**src/rtl/bit_serializer.sv**
```systemverilog
// bit_serializer: W-bit parallel word to 1 bit/cycle stream, valid/ready in.
// Ports: din/din_valid/din_ready in, flush abort, dout/dout_valid/dout_last out.
module bit_serializer #(
   parameter int W         = 8,
   parameter bit MSB_FIRST = 1'b1,
   parameter bit IDLE_BIT  = 1'b1
) (
   input  logic         clk,
   input  logic         rst,
   input  logic [W-1:0] din,
   input  logic         din_valid,
   output logic         din_ready,
   input  logic         flush,
   output logic         dout,
   output logic         dout_valid,
   output logic         dout_last
);

   localparam int CW = $clog2(W);
   localparam logic [CW-1:0] LAST = CW'(W - 1);

   typedef enum logic {IDLE, SHIFT} state_t;

   state_t         state, state_n;
   logic [CW-1:0]  cnt, cnt_n;
   logic [W-1:0]   sreg, sreg_n;
   logic           dout_n, vld_n, last_n;
   logic           xfer, at_end;

   // cnt is the shift-order index of the bit currently on dout
   assign at_end    = (cnt == LAST);
   assign din_ready = !rst && !flush && (state == IDLE || at_end);
   assign xfer      = din_valid && din_ready;

   always_ff @(posedge clk) begin
      if (rst) begin
         state      <= IDLE;
         cnt        <= '0;
         sreg       <= '0;
         dout       <= IDLE_BIT;
         dout_valid <= 1'b0;
         dout_last  <= 1'b0;
      end else begin
         state      <= state_n;
         cnt        <= cnt_n;
         sreg       <= sreg_n;
         dout       <= dout_n;
         dout_valid <= vld_n;
         dout_last  <= last_n;
      end
   end

   always_comb begin
      state_n = state;
      if (flush) begin
         state_n = IDLE;
      end else begin
         case (state)
            IDLE:    if (xfer) state_n = SHIFT;
            SHIFT:   if (at_end && !xfer) state_n = IDLE;
            default: state_n = IDLE;
         endcase
      end
   end

   // sreg holds only the bits not yet shown; the first bit
   // goes straight from din to the dout register on load.
   always_comb begin
      cnt_n  = cnt;
      sreg_n = sreg;
      dout_n = IDLE_BIT;
      vld_n  = 1'b0;
      last_n = 1'b0;
      if (flush) begin
         cnt_n = '0;
      end else if (xfer) begin
         cnt_n = '0;
         vld_n = 1'b1;
         if (MSB_FIRST) begin
            dout_n = din[W-1];
            sreg_n = {din[W-2:0], 1'b0};
         end else begin
            dout_n = din[0];
            sreg_n = {1'b0, din[W-1:1]};
         end
      end else if (state == SHIFT && !at_end) begin
         cnt_n  = cnt + 1'b1;
         vld_n  = 1'b1;
         last_n = (cnt_n == LAST);
         if (MSB_FIRST) begin
            dout_n = sreg[W-1];
            sreg_n = {sreg[W-2:0], 1'b0};
         end else begin
            dout_n = sreg[0];
            sreg_n = {1'b0, sreg[W-1:1]};
         end
      end else begin
         cnt_n = '0;
      end
   end

endmodule
```
**config.mk**
```make
export PLATFORM = sky130hd
export DESIGN_NAME = bit_serializer
export DESIGN_NICKNAME = d
export VERILOG_FILES = /design/src/rtl/bit_serializer.sv
export SDC_FILE = /design/constraint.sdc
export NUM_CORES = 1
export LEC_CHECK = 0
export CELL_PAD_IN_SITES_DETAIL_PLACEMENT = 1
export CELL_PAD_IN_SITES_GLOBAL_PLACEMENT = 1
export CORE_UTILIZATION = 30
export CTS_BUF_LIST = sky130_fd_sc_hd__clkbuf_4 sky130_fd_sc_hd__clkbuf_8 sky130_fd_sc_hd__clkbuf_16
export DETAILED_ROUTE_END_ITERATION = 12
export PLACE_DENSITY_LB_ADDON = 0.15
export SETUP_SLACK_MARGIN = 0.5
export SYNTH_ARGS = -nofsm -noshare
export SYNTH_HDL_FRONTEND = slang
export SYNTH_SLANG_ARGS = --single-unit
```
**constraint.sdc**
```tcl
create_clock -name clk -period 1.9 [get_ports clk]
set_clock_uncertainty 0.1 [all_clocks]
set_input_delay 0.475 -clock clk [delete_from_list [all_inputs] [get_ports clk]]
set_output_delay 0.475 -clock clk [all_outputs]
set_load 0.005 [all_outputs]
```
---- Yosys cells after proc, flatten, opt, wreduce, memory -nomap -nowiden ----
Index checks and enable logic that the tools add are counted.
storage, ports and cells
  flip-flop bits (word level) ............. 15
  input port bits ......................... 12
  logic and storage cells ................. 35
cells by class
  add/subtract/negate cells ............... 1
  equality and inequality tests ........... 2
  muxes and demuxes ....................... 9
  bitwise logic cells ..................... 3
  reductions and logical operators ........ 14
operators with widths
  operator               count
  $mux W8                2
  $eq A3 B3 Y1 const B   2
  $mux W1                6
  $logic_and A1 B1 Y1    5
  $logic_not A1 Y1       4
  $reduce_or A4 Y1       1
  $add A3 B1 Y3 const B  1
  $not A1 Y1             3
  $pmux W1 S2            1
  $reduce_and A2 Y1      1
  $reduce_bool A2 Y1     1
  $reduce_or A2 Y1       1
  $logic_or A1 B1 Y1     1

---- Depth between registers and ports, before layout ----
  depth after elaboration ................. 8
  mapped depth ............................ 7
  gate-level depth less buffers ........... 6

---- Worst setup path after synthesis ----
Ideal clock, no wire load.
  path kind ............................... reg-to-reg
  start point ............................. reg cnt[0]
  end point ............................... reg sreg[3]
  setup time .............................. 0.086 ns
  arrival time ............................ 1.413 ns
  required time ........................... 1.714 ns
  slack ................................... 0.302 ns
  stages on the path, launching flop included .. 8
  buffers on the path ..................... 1
  period minus slack after synthesis ...... 1.598 ns
  cell sequence ........................... dfxtp_1 ha_1 ha_1 nand2b_1 a21oi_4 buf_4 nor2_1 a211oi_1
on the way
  cells in the longest elaborated chain, start to end .. 6
RTL lines
  what                          line  RTL
  start, declared               25    logic [CW-1:0] cnt, cnt_n;
  start signal, assigned        45    cnt <= cnt_n;
  $eq A3 B3 Y1 *                31    assign at_end = (cnt == LAST);
  $logic_or A1 B1 Y1            32    assign din_ready = !rst && !flush && (state == IDLE || at_end);
  $logic_and A1 B1 Y1           32
  $logic_and A1 B1 Y1           33    assign xfer = din_valid && din_ready;
  $reduce_bool A2 Y1 (no line)  --
  $reduce_and A2 Y1 (no line)   --
  end signal, assigned          46    sreg <= sreg_n;
  end, declared                 26    logic [W-1:0] sreg, sreg_n;
Mark *: on every way between the ends. The rest lies on a longest branch, timed or not.
A chain may end at the register's enable or synchronous reset.

---- Worst setup path after layout ----
  start point ............................. reg cnt[1]
  end point ............................... out din_ready
on the way
  cells in the longest elaborated chain, start to end .. 3
RTL lines
  what                 line  RTL
  $eq A3 B3 Y1         31
  $logic_or A1 B1 Y1   32
  $logic_and A1 B1 Y1  32
  end, declared        12    output logic din_ready,
No other way between the ends.

==> results.py <==
metrics = {
    "logic_synthesis": {
        "syn_nets": 72,
        "syn_inst": 57,
        "yosysWarningCount": 0,
        "synthAdderAreaFrac_pct": 6.466,
        "yosys.area_share.simple_pct": 19.18,
        "synth-compound-area-share_pct": 11.42,
        "yosys.area_share.xor_xnor_pct": 0,
        "avgSynthCellArea_sq_um": 10.19,
        "synth_mux_area_share_pct": 12.07,
        "syn_area_sq_um": 580.6,
        "synth_top_family_by_area": "simple AND/OR/NAND/NOR gates",
        "ys_seq_area_share_pct": 48.28,
        "ys_types": 18,
        "ys_ff_latch": 14,
    },
    "sta": {
        "fin_ws_ns": 0.1043,
        "rsz0062_at_grt": "true",
        "slew_viol_final": 0,
        "period_share_pct": 94.51,
        "setup-violations-final": 0,
        "hold_viol": 0,
        "maxSlewHeadroom_pct": 86.60,
        "worst_slew_pin_slew_ns": 0.1954,
        "timing.hold.ws_ns": 0.3999,
        "max_freq_mhz": 556.9,
        "fin_crit_ns": 1.796,
    },
    "critical_path": {
        "endpoint_kind": "output pin",
        "r2r_setup_slack_ns": 0.31,
        "worstPathRequired_ns": 1.32,
        "worstSetupStartpointType": "register",
        "r2r-start": "cnt[1]",
        "path_class": "reg -> out",
        "worstPathMaxFanout": 2,
        "reg2regPathDepth": 7,
        "r2r-end": "sreg[4]",
        "arrival_ns": 1.22,
    },
    "cells_and_area": {
        "final_common_cell": "dfxtp_1",
        "num-nets-final": 103,
        "multiInputGateArea_sq_um": 441.7,
        "regArea_sq_um": 282.8,
        "area_growth_pct": 82.11,
        "fill_cells": 192,
        "layout_common_cells": "dfxtp_1 (12), buf_4 (10), clkdlybuf4s50_1 (8), mux2i_1 (7), a211oi_2 (6)",
        "diodes": 0,
        "layout-drive-gt1-share_pct": 55.17,
    },
    "die": {
        "floorplan.die_area_sq_mm": 0.002115,
        "initial_core_util_pct": 32.91,
        "placementRows": 15,
        "ios": 16,
        "die_x_microns": 45.99,
        "coreArea_sq_mm": 0.001764,
        "die-height_microns": 45.99,
    },
    "cts": {
        "cts_sinks": 14,
        "holdBufCountCts": 0,
        "cts-root-buf": "clkbuf_4",
        "cts_tree": "yes",
        "clkTransAtPathRegs_ns": 0.10,
        "clkLatencyLatePin_ns": 0.28,
        "clock_path_buffers": 2,
        "cts_made_buffers": 3,
        "cts_max_level": 1,
    },
    "routing": {
        "vias": 519,
        "ant_nets": 0,
        "via_per_inst": 4.634,
        "wl_per_cell_microns": 14.57,
        "first_pass_iters": 2,
        "route.detailed.drc": 0,
        "drtIter0Drc": 3,
        "drt_wl_total_microns": 1632,
    },
    "min_path": {
        "holdPathEnd": "sreg[1]",
        "hold_depth": 2,
        "min_from": "sreg[1]",
        "hold_class": "reg -> reg",
    },
    "grt": {
        "grt_overflow": 0,
        "grtUsageTotal_pct": 18.60,
        "grt_pass1_wl_microns": 2546,
        "antenna_found_initial": 0,
        "grt_max_degree": 12,
        "grt_pass1_vias": 531,
    },
    "power_and_ir_drop": {
        "ir_worst_vdd_uv": 489.6,
        "leakagePower_nw": 0.4492,
        "powerDensity_mw_per_mm2": 627.7,
    },
    "placement": {
        "post-place-ws_ns": -0.3176,
        "hpwl_microns": 925.5,
        "routabilityCongestion": 0.7039,
        "port_buffers": 15,
    },
    "status": {
        "outcome": "complete, no violations",
    },
    "run": {
        "cap_violations": 0,
    },
}
[worst max path at each step]
stage | slack [ns] | endpoint | start
final | 0.10 | din_ready | cnt[1]
after global placement | -0.32 | din_ready | flush
after detailed placement | -0.32 | din_ready | flush
after CTS | 0.09 | din_ready | cnt[0]
after floorplan | 0.44 | sreg[3] | cnt[0]
after global routing | 0.03 | din_ready | cnt[0]
[registers in the layout, summed over array words and instances, names as in the netlist]
register and count:
cnt 3, state 1, dout 1, dout_last 1
sreg 7, dout_valid 1
[synth_stat cells (all sizes together)]
cell | number | share of area [%]
nand3 | 2 | 2.6
nor3 | 1 | 0.86
inv | 1 | 0.65
buf | 1 | 1.3
nor2 | 9 | 5.8
nor2b | 3 | 3.2
and3 | 1 | 1.1
nand2b | 3 | 3.2
dfxtp | 14 | 48
clkbuf | 1 | 0.65
mux2i | 7 | 12
ha | 3 | 6.5
and2 | 1 | 1.1
nand2 | 2 | 1.3
a21oi | 2 | 3.7
a211oi | 6 | 7.8
[where the power goes]
part           leakage (nW)  switching [mW]  internal [mW]
clock network        0.0210           0.108          0.117
registers             0.115         0.00982          0.305
logic                 0.313          0.0527         0.0720
total                 0.449           0.170          0.493
[per-stage QoR]
step / std cells / instance area (sq um) / util [%] / power [mW] / TNS (ns)
2_1_floorplan: 57 / 633.1 / - / 0.3567 / 0
3_3_place_gp: 102 / 863.3 / 48.94 / 0.4035 / -1.558
3_5_place_dp: 102 / 863.3 / 48.94 / 0.4056 / -1.970
4_1_cts: 110 / 1012 / 57.38 / 0.6503 / 0
5_1_grt: 112 / 1057 / 59.93 / 0.6959 / 0
6_report: 112 / 1057 / 59.93 / 0.6637 / 0
[layer usage]
layer	global-route usage, %	up-vias	share of wire [%]
met3	5.952	2	3.1
met5	0	-	0
met4	8.824	0	0.67
li1	-	256	-
met2	29.86	9	54
met1	22.20	252	42
[critical path: stages, from the launching register on]
cell     delay, ns
dfxtp_2       0.35
ha_4          0.16
ha_4          0.16
nor2b_4       0.11
nor3_2        0.05
buf_2         0.12
[kinds of logic after synthesis]
family                     Yosys count
AOI/OAI and AO/OA                    8
adders and majority gates            3
buffers and inverters                3
DFF                                 14
muxes                                7
and+or+nand+nor                     22
[layout make-up]
| class | count | area share (%) |
|---|---|---|
| inverter | 1 | 0.3550 |
| clock buffer | 4 | 3.432 |
| sequential | 14 | 26.75 |
| multi-input combinational | 40 | 41.78 |
| timing repair buffer | 28 | 24.73 |
| tap | 25 | 2.959 |
[timing repair]
item	CTS	global route
setup endpoints to repair	18	15
pin swaps	8	3
buffers inserted	3	2
cloned	1	0
gates resized for setup	30	15
(Power assumes the default switching activity.)
